`config.mk`:
```
export PLATFORM = sky130hd
export DESIGN_NAME = sample_requantizer
export DESIGN_NICKNAME = d
export VERILOG_FILES = /design/src/rtl/sample_requantizer.sv
export SDC_FILE = /design/constraint.sdc
export NUM_CORES = 1
export LEC_CHECK = 0
export ABC_CLOCK_PERIOD_IN_PS = 2410
export BUFFER_PORTS_ARGS = -buffer_cell sky130_fd_sc_hd__buf_4
export CORE_ASPECT_RATIO = 0.5
export CORE_UTILIZATION = 52
export DETAILED_ROUTE_END_ITERATION = 6
export GPL_ROUTABILITY_DRIVEN = 0
export PLACE_DENSITY = 0.9
export SETUP_SLACK_MARGIN = 0.5
export SLEW_MARGIN = 20
export SYNTH_ARGS = -nofsm -noshare
export SYNTH_HDL_FRONTEND = slang
export SYNTH_SLANG_ARGS = --single-unit
```
`constraint.sdc`:
```
create_clock -name clk -period 2.41 [get_ports clk]
set_input_delay 0.3615 -clock clk [delete_from_list [all_inputs] [get_ports clk]]
set_output_delay 0.3615 -clock clk [all_outputs]
set_load 0.005 [all_outputs]
```
`src/rtl/sample_requantizer.sv`:
```
// rtl/sample_requantizer.sv - sample width converter with show-ahead output FIFO (optional macro REQUANT_ROUND_EN: round + saturate on down-conversion)
module sample_requantizer #(
    parameter int IN_W  = 24,
    parameter int OUT_W = 8,
    parameter int DEPTH = 4
) (
    input  logic                         clk,
    input  logic                         rst_n,
    input  logic                         enn,
    input  logic                         in_valid,
    output logic                         in_ready,
    input  logic [IN_W-1:0]              in_data,
    output logic                         out_valid,
    input  logic                         out_ready,
    output logic [OUT_W-1:0]             out_data,
    output logic [$clog2(DEPTH+1)-1:0]   level,
    output logic [7:0]                   sat_cnt
);

    localparam int AW = $clog2(DEPTH);
    localparam int LW = $clog2(DEPTH+1);

    logic [OUT_W-1:0] mem [DEPTH];
    logic [AW-1:0]    wr_ptr;
    logic [AW-1:0]    rd_ptr;
    logic [OUT_W-1:0] conv_data;
    logic             conv_sat;
    logic             push;
    logic             pop;

    // Handshake: ready is forced low while reset is asserted so nothing is taken in reset.
    assign in_ready  = rst_n && enn && (level < LW'(DEPTH));
    assign out_valid = (level != '0);
    assign out_data  = mem[rd_ptr];
    assign push      = in_valid && in_ready;
    assign pop       = out_valid && out_ready;

    generate
        if (IN_W > OUT_W) begin : g_down
            localparam int S = IN_W - OUT_W;
`ifdef REQUANT_ROUND_EN
            localparam logic [IN_W:0] HALF = {{IN_W{1'b0}}, 1'b1} << (S-1);
            logic [IN_W:0] rnd_sum;
            logic [IN_W:0] rnd_shf;
            logic          unused_shf;
            // One extra bit keeps the rounding add from wrapping at the positive limit.
            assign rnd_sum   = {in_data[IN_W-1], in_data} + HALF;
            assign rnd_shf   = $signed(rnd_sum) >>> S;
            // The shifted value fits OUT_W+1 bits; differing top bits mean it left the output range.
            assign conv_sat  = rnd_shf[OUT_W] ^ rnd_shf[OUT_W-1];
            assign conv_data = !conv_sat ? rnd_shf[OUT_W-1:0] :
                               (rnd_shf[OUT_W] ? {1'b1, {(OUT_W-1){1'b0}}}
                                               : {1'b0, {(OUT_W-1){1'b1}}});
            assign unused_shf = ^rnd_shf[IN_W:OUT_W+1];
`else
            logic unused_low;
            // Keeping the top bits is an arithmetic shift with floor rounding.
            assign conv_data  = in_data[IN_W-1:S];
            assign conv_sat   = 1'b0;
            assign unused_low = ^in_data[S-1:0];
`endif
        end else if (IN_W < OUT_W) begin : g_up
            // Sign extension followed by a left shift leaves the input in the top bits.
            assign conv_data = {in_data, {(OUT_W-IN_W){1'b0}}};
            assign conv_sat  = 1'b0;
        end else begin : g_same
            assign conv_data = in_data;
            assign conv_sat  = 1'b0;
        end
    endgenerate

    // FIFO storage, pointers and occupancy; enn low empties the queue.
    always_ff @(posedge clk or negedge rst_n) begin
        if (!rst_n) begin
            wr_ptr <= '0;
            rd_ptr <= '0;
            level  <= '0;
            for (int i = 0; i < DEPTH; i++) begin
                mem[i] <= '0;
            end
        end else if (!enn) begin
            wr_ptr <= '0;
            rd_ptr <= '0;
            level  <= '0;
        end else begin
            if (push) begin
                mem[wr_ptr] <= conv_data;
                wr_ptr      <= wr_ptr + AW'(1);
            end
            if (pop) begin
                rd_ptr <= rd_ptr + AW'(1);
            end
            case ({push, pop})
                2'b10:   level <= level + LW'(1);
                2'b01:   level <= level - LW'(1);
                default: level <= level;
            endcase
        end
    end

`ifdef REQUANT_ROUND_EN
    // Saturation event counter, sticky at its maximum and kept across flushes.
    always_ff @(posedge clk or negedge rst_n) begin
        if (!rst_n) begin
            sat_cnt <= 8'd0;
        end else if (push && conv_sat && (sat_cnt != 8'hFF)) begin
            sat_cnt <= sat_cnt + 8'd1;
        end
    end
`else
    logic unused_sat;
    assign unused_sat = conv_sat;
    assign sat_cnt    = 8'd0;
`endif

endmodule

```
==> flow_metrics.env, run 1 <==
export IMPL_crit_path_start_kind="flip-flop"
export IMPL_nets=201
export IMPL_clk_root_buffer_cell="sky130_fd_sc_hd__clkbuf_8"
export IMPL_powerDensity_nw_per_um2=1020
export IMPL_tritoncts_num_sinks=39
export IMPL_path_class="flip-flop to flip-flop"
export IMPL_synth_area_per_cell_um2=14.8
export IMPL_setup_viol_count_final=0
export IMPL_number_of_global_route_vias_before_repair=1172
export IMPL_cts_htree_levels=2
export IMPL_die_area_um2=3910
export IMPL_number_of_instances_in_the_synthesized_netlist=128
export IMPL_synth_cell_area_um2=1900
export IMPL_finalWorstSetupSlack_ns=0.493
export IMPL_cp_arrival_ns=2.10
export IMPL_drc_errors=0
export IMPL_placed_cells=204
export IMPL_final_layout_size_suffix_gt1_frac=0.577
export IMPL_grt_first_pass_wirelength_um=5590
export IMPL_netlist_cell_type_count=28
export IMPL_detail_route_wirelength_um=3610
export IMPL_fin_setup_tns_ns=0
export IMPL_ir_drop_v=0.000455
export IMPL_grt_total_usage=0.202
export IMPL_antenna_diode_count=0
export IMPL_detail_route_wl_per_cell_um=16.5
export IMPL_critical_path_endpoint_type="flip-flop"
export IMPL_antenna_found_initial=0
export IMPL_die_height_um=44.7
export IMPL_leakage_uw=0.00111
export IMPL_route_antenna_remaining_nets=0
export IMPL_postSynthRegisterBits=39
export IMPL_routed_via_density=5.26
export IMPL_post_route_min_period_ns=1.92
export IMPL_vias=1152
export IMPL_post_route_period_util=0.795
export IMPL_estimated_wirelength_of_the_detail_placed_design_um=2280
export IMPL_hold_path_class="primary input to async pin"
export IMPL_first_pass_iters=4
export IMPL_cts_tree="built"
export IMPL_sequential_cell_area_fraction_in_the_yosys_report=0.515
export IMPL_count_of_pins_over_their_slew_limit=0
export IMPL_pre_cts_slack_ns=0.499
export IMPL_maximum_buffer_depth_of_the_clock_tree=2
export IMPL_detail_route_iter0_violations=43
export IMPL_overflow_left_after_global_routing=0
export IMPL_path_clk_slew_ns=0.07
export IMPL_grt_setup_unrepaired="true"
export IMPL_worstSkewPairLatency_ns=0.29
export IMPL_initial_core_utilization=0.549
export IMPL_layout_cells_most_common="sky130_fd_sc_hd__dfrtp_1"
export IMPL_critPathMaxFanout=6
export IMPL_mostFrequentLayoutCells="sky130_fd_sc_hd__dfrtp_1, sky130_fd_sc_hd__buf_4, sky130_fd_sc_hd__mux2_2"
export IMPL_drv_cap=0
export IMPL_tritoncts_num_buffers=5
export IMPL_placement_rows=15
export IMPL_required_ns=2.59
export IMPL_ioPinCount=50
export IMPL_fmax_ghz=0.522
export IMPL_status="finished, final reports clean"
export IMPL_filler_cell_count=225
export IMPL_grt_start_max_net_pins=41
export IMPL_portBuffers=25
export IMPL_final_cell_count_without_fillers=219
export IMPL_ys_warn_count=0
export IMPL_final_hold_violation_count=0
export IMPL_timing_clock_skew_ns=0.00715
export IMPL_ff2ff_path_depth=6
export IMPL_area_growth_pct=21.8
export IMPL_holdBufCountCts=0
export IMPL_coreArea_um2=3450
export IMPL_chipWidth_um=87.4
==> power by group <==
group,leakage [uW],switching (uW),internal (uW),total [uW]
sequential,0.000511,116,817,934
combinational,0.000549,341,608,949
clock,0.0000515,216,261,477
==> worst paths after layout <==
kind | startpoint | to | slack [ns]
min in group clk | in_data[22] | mem[22] | 0.33
hold reg to reg | mem[8] | mem[8] | 0.50
hold / removal | rst_n | level[0] | 0.13
max in group asynchronous | rst_n | level[2] | 1.92
setup / recovery | level[2] | level[2] | 0.49
setup reg to reg | level[2] | level[2] | 0.49
==> through the flow <==
step	instance area, um^2	utilization	hold WS, ns	total power, uW
2_1_floorplan	1940	-	0.0659	1440
3_5_place_dp	2140	0.620	0.457	1790
3_3_place_gp	2140	0.620	0.443	1740
4_1_cts	2280	0.660	0.144	2320
6_report	2310	0.669	0.127	2360
5_1_grt	2310	0.669	0.172	2480
==> logic make-up (layout without fill, tap and decap cells) <==
family | count (synthesis) | count (layout) | synth area share
xor gates and xnor gates | 5 | 5 | 0.0271
muxes | 40 | 40 | 0.285
other | 1 | 8 | 0.00198
adders and majority gates | 5 | 5 | 0.0369
buffers and inverters | 13 | 46 | 0.0462
DFF | 39 | 39 | 0.515
AOI/OAI and AO/OA | 4 | 4 | 0.0191
and+or+nand+nor | 21 | 21 | 0.0693
==> cell type report <==
type	instances	area, um^2	share of cell area
Tap cell	51	63.8	0.0276
Inverter	2	7.51	0.00325
Multi-Input combinational cell	83	876	0.379
Sequential cell	39	980	0.424
Clock buffer	8	100	0.0433
Timing Repair Buffer	36	283	0.122
==> cell usage after synthesis <==
library cell,count,share of area
sky130_fd_sc_hd__dfrtp_1,39,0.51
sky130_fd_sc_hd__and3_1,2,0.0066
sky130_fd_sc_hd__inv_1,2,0.0040
sky130_fd_sc_hd__xnor2_1,3,0.014
sky130_fd_sc_hd__nand2_1,1,0.0020
sky130_fd_sc_hd__and2_1,4,0.013
sky130_fd_sc_hd__nor3_2,1,0.0053
sky130_fd_sc_hd__xor2_1,1,0.0046
sky130_fd_sc_hd__o21ai_0,2,0.0053
sky130_fd_sc_hd__buf_1,1,0.0020
sky130_fd_sc_hd__or3_1,2,0.0066
sky130_fd_sc_hd__and3b_1,1,0.0046
sky130_fd_sc_hd__conb_1,1,0.0020
sky130_fd_sc_hd__ha_1,4,0.026
sky130_fd_sc_hd__mux2_2,32,0.19
sky130_fd_sc_hd__buf_4,8,0.032
sky130_fd_sc_hd__fa_1,1,0.011
sky130_fd_sc_hd__xnor2_2,1,0.0086
sky130_fd_sc_hd__nand3_1,2,0.0053
sky130_fd_sc_hd__nor2_1,2,0.0040
sky130_fd_sc_hd__mux4_2,8,0.095
sky130_fd_sc_hd__a21oi_1,1,0.0026
sky130_fd_sc_hd__buf_6,1,0.0059
sky130_fd_sc_hd__and4b_1,1,0.0053
sky130_fd_sc_hd__o31ai_4,1,0.011
sky130_fd_sc_hd__nor2b_1,1,0.0033
sky130_fd_sc_hd__buf_2,1,0.0026
sky130_fd_sc_hd__nand2_2,4,0.013
==> metal layers <==
metal,part of all wire,vias up,track usage,wire (um)
met2,0.51,38,0.353,1830
met4,0.032,0,0.102,115
met5,0,-,0,0
met1,0.42,584,0.235,1520
li1,-,518,-,-
met3,0.040,12,0.0622,144
==> worst max-delay path, cell delays in order, from the launching register on <==
cell and delay, ns:
sky130_fd_sc_hd__dfrtp_2 0.46, sky130_fd_sc_hd__and4b_2 0.34, sky130_fd_sc_hd__nor2_4 0.05, sky130_fd_sc_hd__fa_2 0.37, sky130_fd_sc_hd__and3_4 0.16, sky130_fd_sc_hd__or3_1 0.29
sky130_fd_sc_hd__and3_1 0.15
==> what timing repair did <==
item | CTS | global route
buffers inserted | 3 | 4
pin swaps | 0 | 1
resized for setup | 2 | 1
setup endpoints to repair | 9 | 1
==> flip-flops by register name, indices dropped and copies added, names as in the netlist <==
name and flops:
rd_ptr 2, level 3, mem 32, wr_ptr 2
No activity file was read; power rests on OpenSTA's default activity.
==> inputs of run 2 (changes only) <==
Settings changed: ABC_AREA set to 1, ABC_CLOCK_PERIOD_IN_PS 2410 to 1700, CORE_UTILIZATION 52 to 47, PLACE_DENSITY 0.9 to 0.86.
Clock period 2.41 ns to 1.7 ns, I/O delays scaled along.
==> run 2 against run 1 <==
  * Global-route usage rose by 6.6 points
  * Die area rose by 13%
  * Total power rose by 32%
  * Critical path depth fell by 1
  * Sequential power rose by 31%
  * Setup slack got worse by 0.49 ns
  * Utilization rose by 8.4 points
  * Synthesized cell count rose by 41%
  * Worst hold slack got worse by 0.052 ns
  * Non-clock buffer count rose by 25
  * Critical path type is now flip-flop to output pin
  * Critical endpoint is now out_data[2]
  * Largest cell class is now multi-input gates
  * Largest power group is now registers
  * Highest routed layer unchanged
==> flow_metrics.env, run 2 <==
export IMPL_initial_core_utilization=0.496
export IMPL_layout_cells_most_common="sky130_fd_sc_hd__dfrtp_1"
export IMPL_wl_met1_um=2690
export IMPL_netlist_top_cells_area="sky130_fd_sc_hd__dfrtp_1, sky130_fd_sc_hd__mux2_2, sky130_fd_sc_hd__o21ai_0, sky130_fd_sc_hd__nor2_1, sky130_fd_sc_hd__buf_4"
export IMPL_final_hold_violation_count=0
export IMPL_required_ns=1.44
export IMPL_chipWidth_um=93.0
export IMPL_number_of_global_route_vias_before_repair=1514
export IMPL_setup_viol_count_final=0
export IMPL_final_layout_size_suffix_gt1_frac=0.580
export IMPL_path_class="flip-flop to output pin"
export IMPL_placement_rows=16
export IMPL_synth_cell_area_um2=1950
export IMPL_critPathMaxFanout=6
export IMPL_vias=1673
export IMPL_count_of_pins_over_their_slew_limit=0
export IMPL_grt_start_max_net_pins=38
export IMPL_maximum_buffer_depth_of_the_clock_tree=2
export IMPL_area_growth_pct=51.8
export IMPL_routed_top_layer="met4"
export IMPL_worstSkewPairLatency_ns=0.31
export IMPL_critical_path_endpoint_type="output pin"
export IMPL_sequential_cell_area_fraction_in_the_yosys_report=0.502
export IMPL_detail_route_iter0_violations=137
export IMPL_synth_edff_count=0
export IMPL_grt_first_pass_wirelength_um=8300
export IMPL_synth_top_cell_area_share=0.502
export IMPL_synth_top_cell_by_area="sky130_fd_sc_hd__dfrtp_1"
export IMPL_clk_root_buffer_cell="sky130_fd_sc_hd__clkbuf_8"
export IMPL_detail_route_wl_per_cell_um=20.0
export IMPL_estimated_wirelength_of_the_detail_placed_design_um=2960
export IMPL_grt_setup_unrepaired="true"
export IMPL_synth_top_cells_by_count="sky130_fd_sc_hd__dfrtp_1, sky130_fd_sc_hd__mux2_2, sky130_fd_sc_hd__nor2_1, sky130_fd_sc_hd__o21ai_0, sky130_fd_sc_hd__inv_1"
export IMPL_synth_flop_cell="sky130_fd_sc_hd__dfrtp_1"
export IMPL_portBuffers=25
export IMPL_nets=278
export IMPL_tritoncts_num_buffers=5
export IMPL_first_pass_iters=4
export IMPL_postLayoutCellArea_um2=2950
export IMPL_crit_path_start_kind="flip-flop"
export IMPL_max_reg_flops=32
export IMPL_post_route_period_util=0.996
export IMPL_netlist_cell_type_count=21
export IMPL_overflow_left_after_global_routing=0
export IMPL_wl_met3_um=332
export IMPL_coreArea_um2=3920
export IMPL_antenna_found_initial=0
export IMPL_filler_cell_count=203
export IMPL_leakage_uw=0.00139
export IMPL_powerDensity_nw_per_um2=1060
export IMPL_ys_warn_count=0
export IMPL_mostFrequentLayoutCells="sky130_fd_sc_hd__dfrtp_1, sky130_fd_sc_hd__buf_4, sky130_fd_sc_hd__mux2_4"
export IMPL_antenna_diode_count=0
export IMPL_cts_htree_levels=2
export IMPL_die_height_um=47.5
export IMPL_tritoncts_num_sinks=39
export IMPL_drv_cap=0
export IMPL_yosys_cell_count_top_type="sky130_fd_sc_hd__dfrtp_1"
export IMPL_timing_clock_skew_ns=0.0210
export IMPL_drc_errors=0
export IMPL_fmax_ghz=0.591
export IMPL_dr_wl_met2_um=2840
export IMPL_synth_area_per_cell_um2=10.7
export IMPL_hold_path_class="primary input to async pin"
export IMPL_postSynthRegisterBits=39
export IMPL_path_clk_slew_ns=0.10
export IMPL_routed_via_density=5.60
export IMPL_ys_async_sr_fraction=1.00
export IMPL_die_area_um2=4420
export IMPL_grt_total_usage=0.268
export IMPL_ir_drop_v=0.000518
export IMPL_largestRegisters="mem (32), level (3)"
export IMPL_fin_setup_tns_ns=0
export IMPL_cp_arrival_ns=1.44
export IMPL_number_of_instances_in_the_synthesized_netlist=181
export IMPL_detail_route_wirelength_um=5990
export IMPL_largest_register="mem"
export IMPL_route_antenna_remaining_nets=0
export IMPL_placed_area_um2=2340
export IMPL_ioPinCount=50
export IMPL_status="finished, final reports clean"
export IMPL_cts_tree="built"
export IMPL_post_route_min_period_ns=1.69
run 2: changes by cell type after synthesis, moves of 4 or more:
cell                      before  now
sky130_fd_sc_hd__nor2_4        0    4
sky130_fd_sc_hd__nand2_2       4    0
sky130_fd_sc_hd__o22ai_1       0    8
sky130_fd_sc_hd__mux4_2        8    0
sky130_fd_sc_hd__nand3_1       2    6
sky130_fd_sc_hd__nand2_1       1   11
sky130_fd_sc_hd__and2_1        4    0
sky130_fd_sc_hd__nor2_1        2   20
sky130_fd_sc_hd__inv_1         2   16
sky130_fd_sc_hd__o21ai_0       2   20
run 2: through the flow:
stage          total power, uW  hold WS (ns)  utilization  std cells  setup WS (ns)
2_1_floorplan             1640       -0.0406            -        188          0.126
3_3_place_gp              1900        0.0725        0.596        265          0.136
3_5_place_dp              1940        0.0740        0.596        265          0.108
4_1_cts                   2900        0.0867        0.703        292          0.117
5_1_grt                   3260         0.123        0.753        299        0.00992
6_report                  3130        0.0746        0.753        299        0.00654
run 2: metal layers:
metal	vias up	track usage
met3	14	0.0794
li1	723	-
met2	79	0.413
met1	857	0.365
met4	0	0.114
met5	-	0
run 2: layout make-up:
type / count / area, um^2 / area share
Multi-Input combinational cell: 121 / 1160 / 0.392
Sequential cell: 39 / 978 / 0.331
Timing Repair Buffer: 61 / 578 / 0.196
Clock buffer: 7 / 96.3 / 0.0326
Inverter: 16 / 67.6 / 0.0229
Tap cell: 54 / 67.6 / 0.0229
Clock inverter: 1 / 7.51 / 0.00254
run 2: worst max-delay path, cell delays in order, from the launching register on:
cell and delay, ns:
sky130_fd_sc_hd__dfrtp_2 0.46, sky130_fd_sc_hd__clkinv_4 0.11, sky130_fd_sc_hd__buf_4 0.15, sky130_fd_sc_hd__nor2_1 0.15, sky130_fd_sc_hd__o22ai_2 0.11, sky130_fd_sc_hd__buf_4 0.14
run 2: kinds of logic after synthesis:
family                     Yosys count  synth area share
muxes                               32             0.185
DFF                                 39             0.502
adders and majority gates            5            0.0360
buffers and inverters               28            0.0701
xor gates and xnor gates             1           0.00450
and+or+nand+nor                     45             0.118
other                                1           0.00193
AOI/OAI and AO/OA                   30            0.0823
run 2: final timing paths:
check,cells past startpoint,slack [ns],endpoint,from
hold / removal,2,0.07,mem[7],rst_n
hold reg to reg,1,0.53,mem[1],mem[1]
min in group clk,2,0.20,mem[7],in_data[23]
setup / recovery,5,0.007,out_data[2],rd_ptr[0]
max in group asynchronous,2,1.10,wr_ptr[1],rst_n
setup reg to reg,6,0.09,mem[5],level[2]
run 2: repair_timing:
item                       in CTS  in global routing
pin swaps                      17                 14
hold endpoints to repair        2                  0
gates resized for setup        58                 39
setup endpoints to repair      47                 51
hold buffers                    1                  0
buffers inserted               18                  7
run 2: report_power, final:
group	total (uW)	switching [uW]	internal, uW
Clock	733	363	370
Combinational	1170	516	655
Sequential	1220	137	1080
